[src/rtl/multicore_nonce_ctrl.sv]
// rtl/multicore_nonce_ctrl.sv - nonce distribution, golden-hash check and result FIFO for NUM_CORES hashers
// Optional feature macro DIFFICULTY_MASK_EN: adds diff_mask so lower-difficulty shares also match.
module multicore_nonce_ctrl #(
  parameter int          NUM_CORES    = 4,
  parameter int          PIPE_LATENCY = 253,
  parameter int          FIFO_DEPTH   = 8,
  parameter logic [31:0] GOLDEN_WORD  = 32'hA41F32E7
) (
  input  logic                    hash_clk,
  input  logic                    reset,
  input  logic                    new_work,
  input  logic [255:0]            midstate_in,
  input  logic [95:0]             data_in,
  output logic [255:0]            midstate_out,
  output logic [95:0]             data_out,
  output logic [32*NUM_CORES-1:0] core_nonce,
  input  logic [32*NUM_CORES-1:0] core_hash2,
`ifdef DIFFICULTY_MASK_EN
  input  logic [31:0]             diff_mask,
`endif
  output logic                    golden_valid,
  output logic [31:0]             golden_nonce,
  input  logic                    golden_ready,
  output logic                    busy,
  output logic                    exhausted,
  output logic                    overflow
);
  localparam int              WW         = $clog2(PIPE_LATENCY + 1);
  localparam int              FW         = $clog2(FIFO_DEPTH);
  localparam int              IW         = (NUM_CORES > 1) ? $clog2(NUM_CORES) : 1;
  localparam logic [31:0]     STEP       = 32'(NUM_CORES);
  localparam logic [31:0]     FINAL_BASE = 32'd0 - STEP;
  localparam logic [WW-1:0]   LAT        = WW'(PIPE_LATENCY);
  localparam logic [FW:0]     DEPTH      = (FW+1)'(FIFO_DEPTH);

  typedef enum logic [1:0] {IDLE, HASH, DRAIN, DONE} state_t;

  state_t               state, state_next;
  logic [31:0]          base, res_base;
  logic [WW-1:0]        warm_cnt, drain_cnt;
  logic [NUM_CORES-1:0] pending, match, hit;
  logic [31:0]          pend_nonce [NUM_CORES];
  logic                 compare_en;
  logic                 sel_valid;
  logic [IW-1:0]        sel_idx;
  logic                 push, pop, full, push_ok, drop;
  logic [31:0]          mem [FIFO_DEPTH];
  logic [FW-1:0]        wr_ptr, rd_ptr;
  logic [FW:0]          count;

  always_ff @(posedge hash_clk) begin
    if (reset) state <= IDLE;
    else       state <= state_next;
  end

  always_comb begin
    state_next = state;
    busy       = 1'b0;
    exhausted  = 1'b0;
    case (state)
      IDLE: ;
      HASH: begin
        busy = 1'b1;
        if (base == FINAL_BASE) state_next = DRAIN;
      end
      DRAIN: begin
        busy = 1'b1;
        if (drain_cnt == LAT) state_next = DONE;
      end
      DONE: exhausted = 1'b1;
      default: state_next = IDLE;
    endcase
    if (new_work) state_next = HASH;
  end

  // The last DRAIN cycle would see the held final group a second time, so it is not compared.
  assign compare_en = (state == HASH && warm_cnt == LAT) || (state == DRAIN && drain_cnt != LAT);

  always_comb begin
    match = '0;
    for (int k = 0; k < NUM_CORES; k++) begin
`ifdef DIFFICULTY_MASK_EN
      match[k] = ((core_hash2[32*k +: 32] ^ GOLDEN_WORD) & diff_mask) == 32'd0;
`else
      match[k] = core_hash2[32*k +: 32] == GOLDEN_WORD;
`endif
    end
  end

  assign hit = match & {NUM_CORES{compare_en}};

  always_ff @(posedge hash_clk) begin
    if (reset) begin
      midstate_out <= '0;
      data_out     <= '0;
      base         <= '0;
      core_nonce   <= '0;
    end else if (new_work) begin
      midstate_out <= midstate_in;
      data_out     <= data_in;
      base         <= '0;
      for (int k = 0; k < NUM_CORES; k++) core_nonce[32*k +: 32] <= 32'(k);
    end else if (state == HASH && base != FINAL_BASE) begin
      base <= base + STEP;
      for (int k = 0; k < NUM_CORES; k++) core_nonce[32*k +: 32] <= base + STEP + 32'(k);
    end
  end

  always_ff @(posedge hash_clk) begin
    if (reset || new_work) begin
      warm_cnt  <= '0;
      drain_cnt <= '0;
      res_base  <= '0;
    end else begin
      if (state == HASH && warm_cnt != LAT) warm_cnt <= warm_cnt + WW'(1);
      if (state == DRAIN) drain_cnt <= drain_cnt + WW'(1);
      else                drain_cnt <= '0;
      if (compare_en) res_base <= res_base + STEP;
    end
  end

  always_comb begin
    sel_valid = 1'b0;
    sel_idx   = '0;
    for (int k = NUM_CORES - 1; k >= 0; k--) begin
      if (pending[k]) begin
        sel_valid = 1'b1;
        sel_idx   = IW'(k);
      end
    end
  end

  assign push         = sel_valid & ~new_work;
  assign pop          = golden_valid & golden_ready;
  assign full         = (count == DEPTH);
  assign push_ok      = push & (~full | pop);
  assign drop         = (|(hit & pending)) | (push & full & ~pop);
  assign golden_valid = (count != '0);
  assign golden_nonce = golden_valid ? mem[rd_ptr] : 32'd0;

  always_ff @(posedge hash_clk) begin
    if (reset) begin
      pending  <= '0;
      overflow <= 1'b0;
      for (int k = 0; k < NUM_CORES; k++) pend_nonce[k] <= '0;
    end else if (new_work) begin
      pending  <= '0;
      overflow <= 1'b0;
    end else begin
      for (int k = 0; k < NUM_CORES; k++) begin
        if (hit[k] && !pending[k]) begin
          pending[k]    <= 1'b1;
          pend_nonce[k] <= res_base + 32'(k);
        end else if (sel_valid && sel_idx == IW'(k)) begin
          pending[k] <= 1'b0;
        end
      end
      if (drop) overflow <= 1'b1;
    end
  end

  always_ff @(posedge hash_clk) begin
    if (reset) begin
      wr_ptr <= '0;
      rd_ptr <= '0;
      count  <= '0;
      for (int i = 0; i < FIFO_DEPTH; i++) mem[i] <= '0;
    end else begin
      if (push_ok) begin
        mem[wr_ptr] <= pend_nonce[sel_idx];
        wr_ptr      <= wr_ptr + FW'(1);
      end
      if (pop) rd_ptr <= rd_ptr + FW'(1);
      if (push_ok && !pop)      count <= count + (FW+1)'(1);
      else if (pop && !push_ok) count <= count - (FW+1)'(1);
    end
  end
endmodule

[config.mk]
export PLATFORM = sky130hd
export DESIGN_NAME = multicore_nonce_ctrl
export DESIGN_NICKNAME = d
export VERILOG_FILES = /design/src/rtl/multicore_nonce_ctrl.sv
export SDC_FILE = /design/constraint.sdc
export NUM_CORES = 1
export LEC_CHECK = 0
export BUFFER_PORTS_ARGS = -buffer_cell sky130_fd_sc_hd__buf_4
export CAP_MARGIN = 20
export CORE_AREA = 2 2 386 388
export CTS_BUF_LIST = sky130_fd_sc_hd__clkbuf_2 sky130_fd_sc_hd__clkbuf_4 sky130_fd_sc_hd__clkbuf_8
export DETAILED_ROUTE_END_ITERATION = 12
export DIE_AREA = 0 0 388 390
export GPL_TIMING_DRIVEN = 0
export PLACE_DENSITY = 0.48
export SKIP_CTS_REPAIR_TIMING = 1
export SLEW_MARGIN = 30
export SYNTH_ARGS = -nofsm -noshare
export SYNTH_HDL_FRONTEND = slang
export SYNTH_SLANG_ARGS = --single-unit
[constraint.sdc]
create_clock -name hash_clk -period 4.8 [get_ports hash_clk]
set_input_delay 0.96 -clock hash_clk [delete_from_list [all_inputs] [get_ports hash_clk]]
set_output_delay 0.96 -clock hash_clk [all_outputs]
set_load 0.01 [all_outputs]
==> results of run 1 <==
==> worst max path at each step <==
stage	from	end	slack, ns	cells after the start
global route	register	golden_nonce[11]	0.19	6
floorplan	golden_ready	mem[3][0]$_SDFFCE_PN0P_	1.63	6
finish	register	golden_nonce[3]	0.44	6
global placement	core_hash2[40]	pend_nonce[1][29]$_SDFFCE_PN0P_	-0.63	5
CTS	register	golden_nonce[3]	0.25	6
detailed placement	core_hash2[21]	pend_nonce[0][16]$_SDFFCE_PN0P_	0.82	7
==> cell families after synthesis <==
| family | count (synthesis) | synth area share (%) |
|---|---|---|
| buf+inv | 294 | 4.40 |
| flops | 828 | 59.9 |
| simple gates | 1043 | 14.3 |
| compound gates | 187 | 4.06 |
| mux | 453 | 15.7 |
| fa+ha+maj | 15 | 0.574 |
| xor+xnor | 39 | 1.01 |
| other cells | 1 | 0.0110 |
==> per-stage QoR <==
stage | util (%) | setup TNS [ns] | hold WS [ns] | worst slack, ns
finish | 32.2 | 0 | 0.311 | 0.442
global route | 32.2 | 0 | 0.232 | 0.191
CTS | 32.2 | 0 | 0.196 | 0.251
detailed placement | 30.0 | 0 | 0.481 | 0.819
global placement | 29.8 | -32.40 | 0.474 | -0.633
floorplan | - | 0 | 0.454 | 1.63
==> registers in the layout, summed over array words and instances (netlist names), 8 cells and up, named ones only <==
register / count
drain_cnt: 8
mem: 256
data_out: 96
pend_nonce: 123
res_base: 30
base: 29
warm_cnt: 8
midstate_out: 256
==> worst reg2reg max path, delay by kind of cell, from the launching register on <==
| kind | cells | cell delay (ns) |
|---|---|---|
| adder cells (fa/ha/maj) | 1 | 0.12 |
| AND/OR/NAND/NOR | 3 | 1.11 |
| flip-flops | 1 | 0.35 |
| buffers and inverters | 3 | 0.80 |
| AO/OA/AOI/OAI | 1 | 0.43 |
==> layout make-up <==
type | instances | area, um2
repair buffers | 1003 | 7610
plain buffers | 279 | 1450
multi-input cells | 1741 | 12200
well taps | 1930 | 2410
diodes | 11 | 27.5
clock inverters | 34 | 322
flip-flops and latches | 828 | 20400
clock buffers | 249 | 2980
fillers | 15200 | 99700
inverters | 15 | 56.3
==> report_power, final <==
group / internal [mW] / switching (mW) / leakage, nW
Clock: 4.12 / 3.28 / 1.74
Sequential: 7.70 / 0.195 / 7.44
Combinational: 1.25 / 1.53 / 10.8
==> Yosys cell counts (all sizes together), types with 3 or more instances <==
library cell	number	area (um2)
nor4	7	68.8
or4	7	52.6
nor2	702	2640
clkbuf	118	444
nand3b	3	22.5
nor3	10	50.1
nand4	25	163
nor4b	9	85.1
dfxtp	449	8990
and3	12	75.1
a21o	5	37.5
nor2b	3	18.8
mux4	64	1440
a222oi	30	300
a211oi	7	65.1
buf	161	996
a21boi	30	278
o211ai	6	45.0
nor4bb	13	130
a21oi	44	220
o31ai	10	80.1
edfxtp	379	11400
xnor2	13	114
and2	126	788
or3	32	200
o21ai	34	170
nand3	29	145
nand2b	9	56.3
a31oi	3	18.8
and4	12	105
inv	15	56.3
ha	14	175
o2111ai	5	43.8
nand2	27	101
mux2i	389	3890
and4b	12	120
xor2	26	228
==> layer usage <==
metal	vias up	global-route usage [%]	part of all wire [%]	wire length, um
met1	13500	27.8	40	71500
met3	230	9.74	11	19200
met4	30	6.85	2.7	4850
met5	-	0	0.12	211
li1	12400	-	-	-
met2	1156	36.7	47	83900
==> flow_metrics.tcl, run 1 <==
set metrics [dict create \
    finalNonFillerCells 6090 \
    first_iter_violations 2233 \
    num_vias 27300 \
    cts_tree "built" \
    timing.fmax_ghz 0.229 \
    finalSetupViolCount 0 \
    cts.root.buffer_cell "clkbuf_8" \
    slew_viol_final 0 \
    clkTransAtPathRegs_ns 0.06 \
    grt_first_pass_wirelength_um 234000 \
    vias_per_cell 4.49 \
    avgRoutedWirePerCell_um 29.5 \
    final_layout_size_suffix_gt1_share_pct 36.4 \
    clock_path_buffers 3 \
    placed_area_um2 44100 \
    crit_slowest_cell "clkbuf_1" \
    synth_flop_cell "dfxtp_1" \
    hold_end "midstate_out[12]$_SDFFE_PP0P_" \
    ys_async_sr_fraction_pct 0 \
    rsz0062_at_grt "false" \
    synth-edff-count 379 \
    min_period_over_period_pct 90.8 \
    criticalPathCategory "register to primary output" \
    yosys_warnings 0 \
    slew_headroom_pct 36.7 \
    drcViolationCount 0 \
    clock_sinks 828 \
    io_buffers 995 \
    synth_cell_type_count 62 \
    fin_total_pwr_mw 18.1 \
    reg2reg_setup_slack_ns 1.84 \
    synth_seq_cells 828 \
    placed_cells 5796 \
    core_um2 147000 \
    grt_max_degree 33 \
    powerDensity_nw_per_um2 381 \
    synthesis.area_um2 34000 \
    rr_endpoint "pend_nonce[2][15]$_SDFFCE_PN0P_" \
    hold_path_depth 3 \
    hold_class "input port to register" \
    cpMostUsedCell "clkbuf_1" \
    dieArea_um2 151000 \
    cpLargestDelayFamily "buffers and inverters" \
    yosysSeqAreaShare_pct 59.9 \
    syn_area_per_cell_um2 11.9 \
    synth_cells 2860 \
    grt_pass1_vias 26200 \
    start_kind "register" \
    finalHoldViolations 0 \
    critPathMaxFanout 10 \
    wl_um 180000 \
    cts_buffers 158 \
    detail-route-antenna-nets 0 \
    finalNetCount 4525 \
    cap_violations 0 \
    cpPeakStageDelay_ns 0.75 \
    start_util_pct 23.1 \
    track_usage_pct 22.9 \
    outcome "completed" \
    dp_hpwl_um 146000 \
    r2r-start "state[1]$_SDFFE_PP0P_" \
    worstHoldStart "midstate_in[12]" \
    die_w_um 388 \
    min_period_ns 4.36 \
    ir_worst_vdd_v 0.000181 \
    final_area_um2 47400 \
    worstSkewPairLatency_ns 0.88 \
    critPathRequiredTime_ns 3.84 \
    place_congestion 0.957 \
    tightest_slew_ns 0.937 \
    grt_antenna_before_repair 37 \
    overflow 0 \
    worst_ep_arrival_time_ns 3.40 \
    htree_num_levels 4 \
    finalClockSkew_ns 0.0387 \
    io_pins 1000 \
    power.leakage_nw 20.0 \
    final_cell_mix "1094 x buf_4, 702 x nor2_1, 449 x dfxtp_1" \
    fp.dieH_um 390 \
    r2r_cells 8 \
    areaGrowthSynthToFinish_pct 39.6 \
    crit_buf_inv 3 \
    placementRows 141 \
    crit_path_end_kind "primary output" \
    dr.pass1.iters 6 \
    crit_chain "clkbuf_1 > clkbuf_1 > mux4_2 > mux2i_1 > nor2_1 > buf_4" \
    mostFrequentLayoutCell "buf_4" \
]
Note: power is estimated with default switching activity, not from simulation.
==> run 2, diff against run 1 <==
--- a/config.mk
+++ b/config.mk
@@ -12,6 +12,7 @@
 export DETAILED_ROUTE_END_ITERATION = 12
 export DIE_AREA = 0 0 388 390
 export GPL_TIMING_DRIVEN = 0
+export MAX_ROUTING_LAYER = met4
 export PLACE_DENSITY = 0.48
 export SKIP_CTS_REPAIR_TIMING = 1
 export SLEW_MARGIN = 30
==> flow_metrics.tcl, run 2 (same netlist as run 1, synthesis figures left out) <==
set metrics [dict create \
    outcome "completed" \
    rr_endpoint "count[3]$_SDFFE_PP0P_" \
    start_kind "register" \
    r2r-start "count[0]$_SDFFE_PP0P_" \
    areaGrowthSynthToFinish_pct 39.8 \
    fin_hold_ws_ns 0.279 \
    power.leakage_nw 20.0 \
    met2_usage_pct 37.0 \
    fin_total_pwr_mw 18.2 \
    drcViolationCount 0 \
    mostFrequentLayoutCell "buf_4" \
    crit_path_end_kind "primary output" \
    clock_sinks 828 \
    grt_busiest_layer "met2" \
    grt_use_met3_pct 10.0 \
    cpLargestDelayFamily "buffers and inverters" \
    finalNonFillerCells 6103 \
    die_w_um 388 \
    hold_end "midstate_out[178]$_SDFFE_PP0P_" \
    htree_num_levels 4 \
    fp.dieH_um 390 \
    cpPeakStageDelay_ns 0.72 \
    track_usage_pct 23.6 \
    dieArea_um2 151000 \
    tightest_slew_ns 1.11 \
    rsz0062_at_grt "false" \
    final_cell_mix "1094 x buf_4, 702 x nor2_1, 449 x dfxtp_1" \
    worstHoldStart "midstate_in[178]" \
    clkPwrFrac_pct 41.2 \
    power_frac_comb_pct 15.3 \
    num_vias 27100 \
    reg2reg_setup_slack_ns 1.80 \
    avgRoutedWirePerCell_um 29.4 \
    largestRegisters "mem (256), midstate_out (256), pend_nonce (123)" \
    slew_viol_final 0 \
    overflow 0 \
    finalSetupViolCount 0 \
    finalHoldViolations 0 \
    grt_first_pass_wirelength_um 233000 \
    critPathRequiredTime_ns 3.84 \
    io_pins 1000 \
    slew_headroom_pct 25.3 \
    worstSkewPairLatency_ns 0.91 \
    cts.root.buffer_cell "clkbuf_8" \
    timing.fmax_ghz 0.230 \
    grt_antenna_before_repair 31 \
    cap_violations 0 \
    io_buffers 995 \
    crit_chain "clkbuf_1 > clkbuf_1 > mux4_2 > mux2i_1 > nor2_1 > buf_4" \
    place_congestion 0.958 \
    finalClockSkew_ns 0.0299 \
    grt_max_degree 33 \
    clock_path_buffers 3 \
    start_util_pct 23.1 \
    powerDensity_nw_per_um2 383 \
    hold_class "input port to register" \
    fin_setup_tns_ns 0 \
    wl_um 179000 \
    finalNetCount 4521 \
    vias_per_cell 4.45 \
    critPathMaxFanout 10 \
    netSwitchingFraction_pct 28.2 \
    criticalPathCategory "register to primary output" \
    hold_path_depth 3 \
    core_um2 147000 \
    placed_cells 5796 \
    placementRows 141 \
    cts_tree "built" \
    dp_hpwl_um 146000 \
    cts_buffers 154 \
    cellInternalPower_mw 13.1 \
    final_layout_size_suffix_gt1_share_pct 36.1 \
    grtUsageMet1_pct 27.6 \
    crit_slowest_cell "clkbuf_1" \
    min_period_ns 4.36 \
    clkTransAtPathRegs_ns 0.06 \
    worst_ep_arrival_time_ns 3.40 \
    p_sw_mw 5.12 \
    detail-route-antenna-nets 0 \
    r2r_cells 11 \
    cpMostUsedCell "clkbuf_1" \
    grt_pass1_vias 26200 \
    ir_worst_vdd_v 0.000226 \
    dr.pass1.iters 7 \
    power_frac_seq_pct 43.4 \
    crit_buf_inv 3 \
    first_iter_violations 2230 \
    min_period_over_period_pct 90.8 \
]
## run 2: changes by cell type in the layout (fill, tap and decap cells not counted), sizes merged
cell and change:
inv +3, clkinv +18, clkbuf -21, diode +13, bufinv +3, clkinvlp -3
## run 2: how the worst max path moves through the flow
stage          cells past startpoint            from  slack (ns)                              end
2_1_floorplan                      6    golden_ready        1.63          mem[3][0]$_SDFFCE_PN0P_
3_3_place_gp                       5  core_hash2[40]       -0.63  pend_nonce[1][29]$_SDFFCE_PN0P_
3_5_place_dp                       7  core_hash2[21]        0.77  pend_nonce[0][26]$_SDFFCE_PN0P_
4_1_cts                            6        register        0.26                  golden_nonce[3]
5_1_grt                            6        register        0.19                 golden_nonce[11]
6_report                           6        register        0.44                  golden_nonce[3]
## run 2: power groups by stage
stage / registers [mW] / logic [mW] / clock network [mW]
after detailed placement: 8.04 / 2.82 / 0
final: 7.89 / 2.79 / 7.49
after global placement: 8.04 / 2.78 / 0
after floorplan: 8.05 / 1.20 / 0
after global routing: 7.93 / 2.97 / 7.96
after CTS: 7.89 / 2.83 / 7.66
## run 2: worst register-to-register path, cell delays in order, from the launching register on
cell and delay (ns):
dfxtp_1 0.37, nor4_2 0.71, inv_1 0.21, nand2_1 0.18, ha_1 0.21, inv_1 0.10
ha_1 0.28, a21o_1 0.17, a21oi_1 0.17, xnor2_1 0.09, or3_1 0.30, a21oi_1 0.13
## run 2: cell type report
class	instances	area, um2
Fill cell	15100	99600
Sequential cell	828	20400
Multi-Input combinational cell	1741	12200
Timing Repair Buffer	1003	7620
Clock buffer	228	2790
Tap cell	1930	2410
Buffer	279	1450
Clock inverter	55	526
Antenna cell	24	60.1
Inverter	15	56.3
## run 2: routing by layer
metal | up-vias | wire, um
met3 | 187 | 19100
met1 | 13400 | 71600
met4 | 0 | 4460
met5 | - | 0
met2 | 1138 | 84200
li1 | 12400 | -
## run 2: through the flow
stage | utilization [%] | worst slack, ns | area (um2)
3_3_place_gp | 29.8 | -0.626 | 43900
2_1_floorplan | - | 1.63 | 34000
6_report | 32.3 | 0.443 | 47500
4_1_cts | 32.2 | 0.263 | 47400
3_5_place_dp | 30.0 | 0.774 | 44100
5_1_grt | 32.3 | 0.185 | 47500
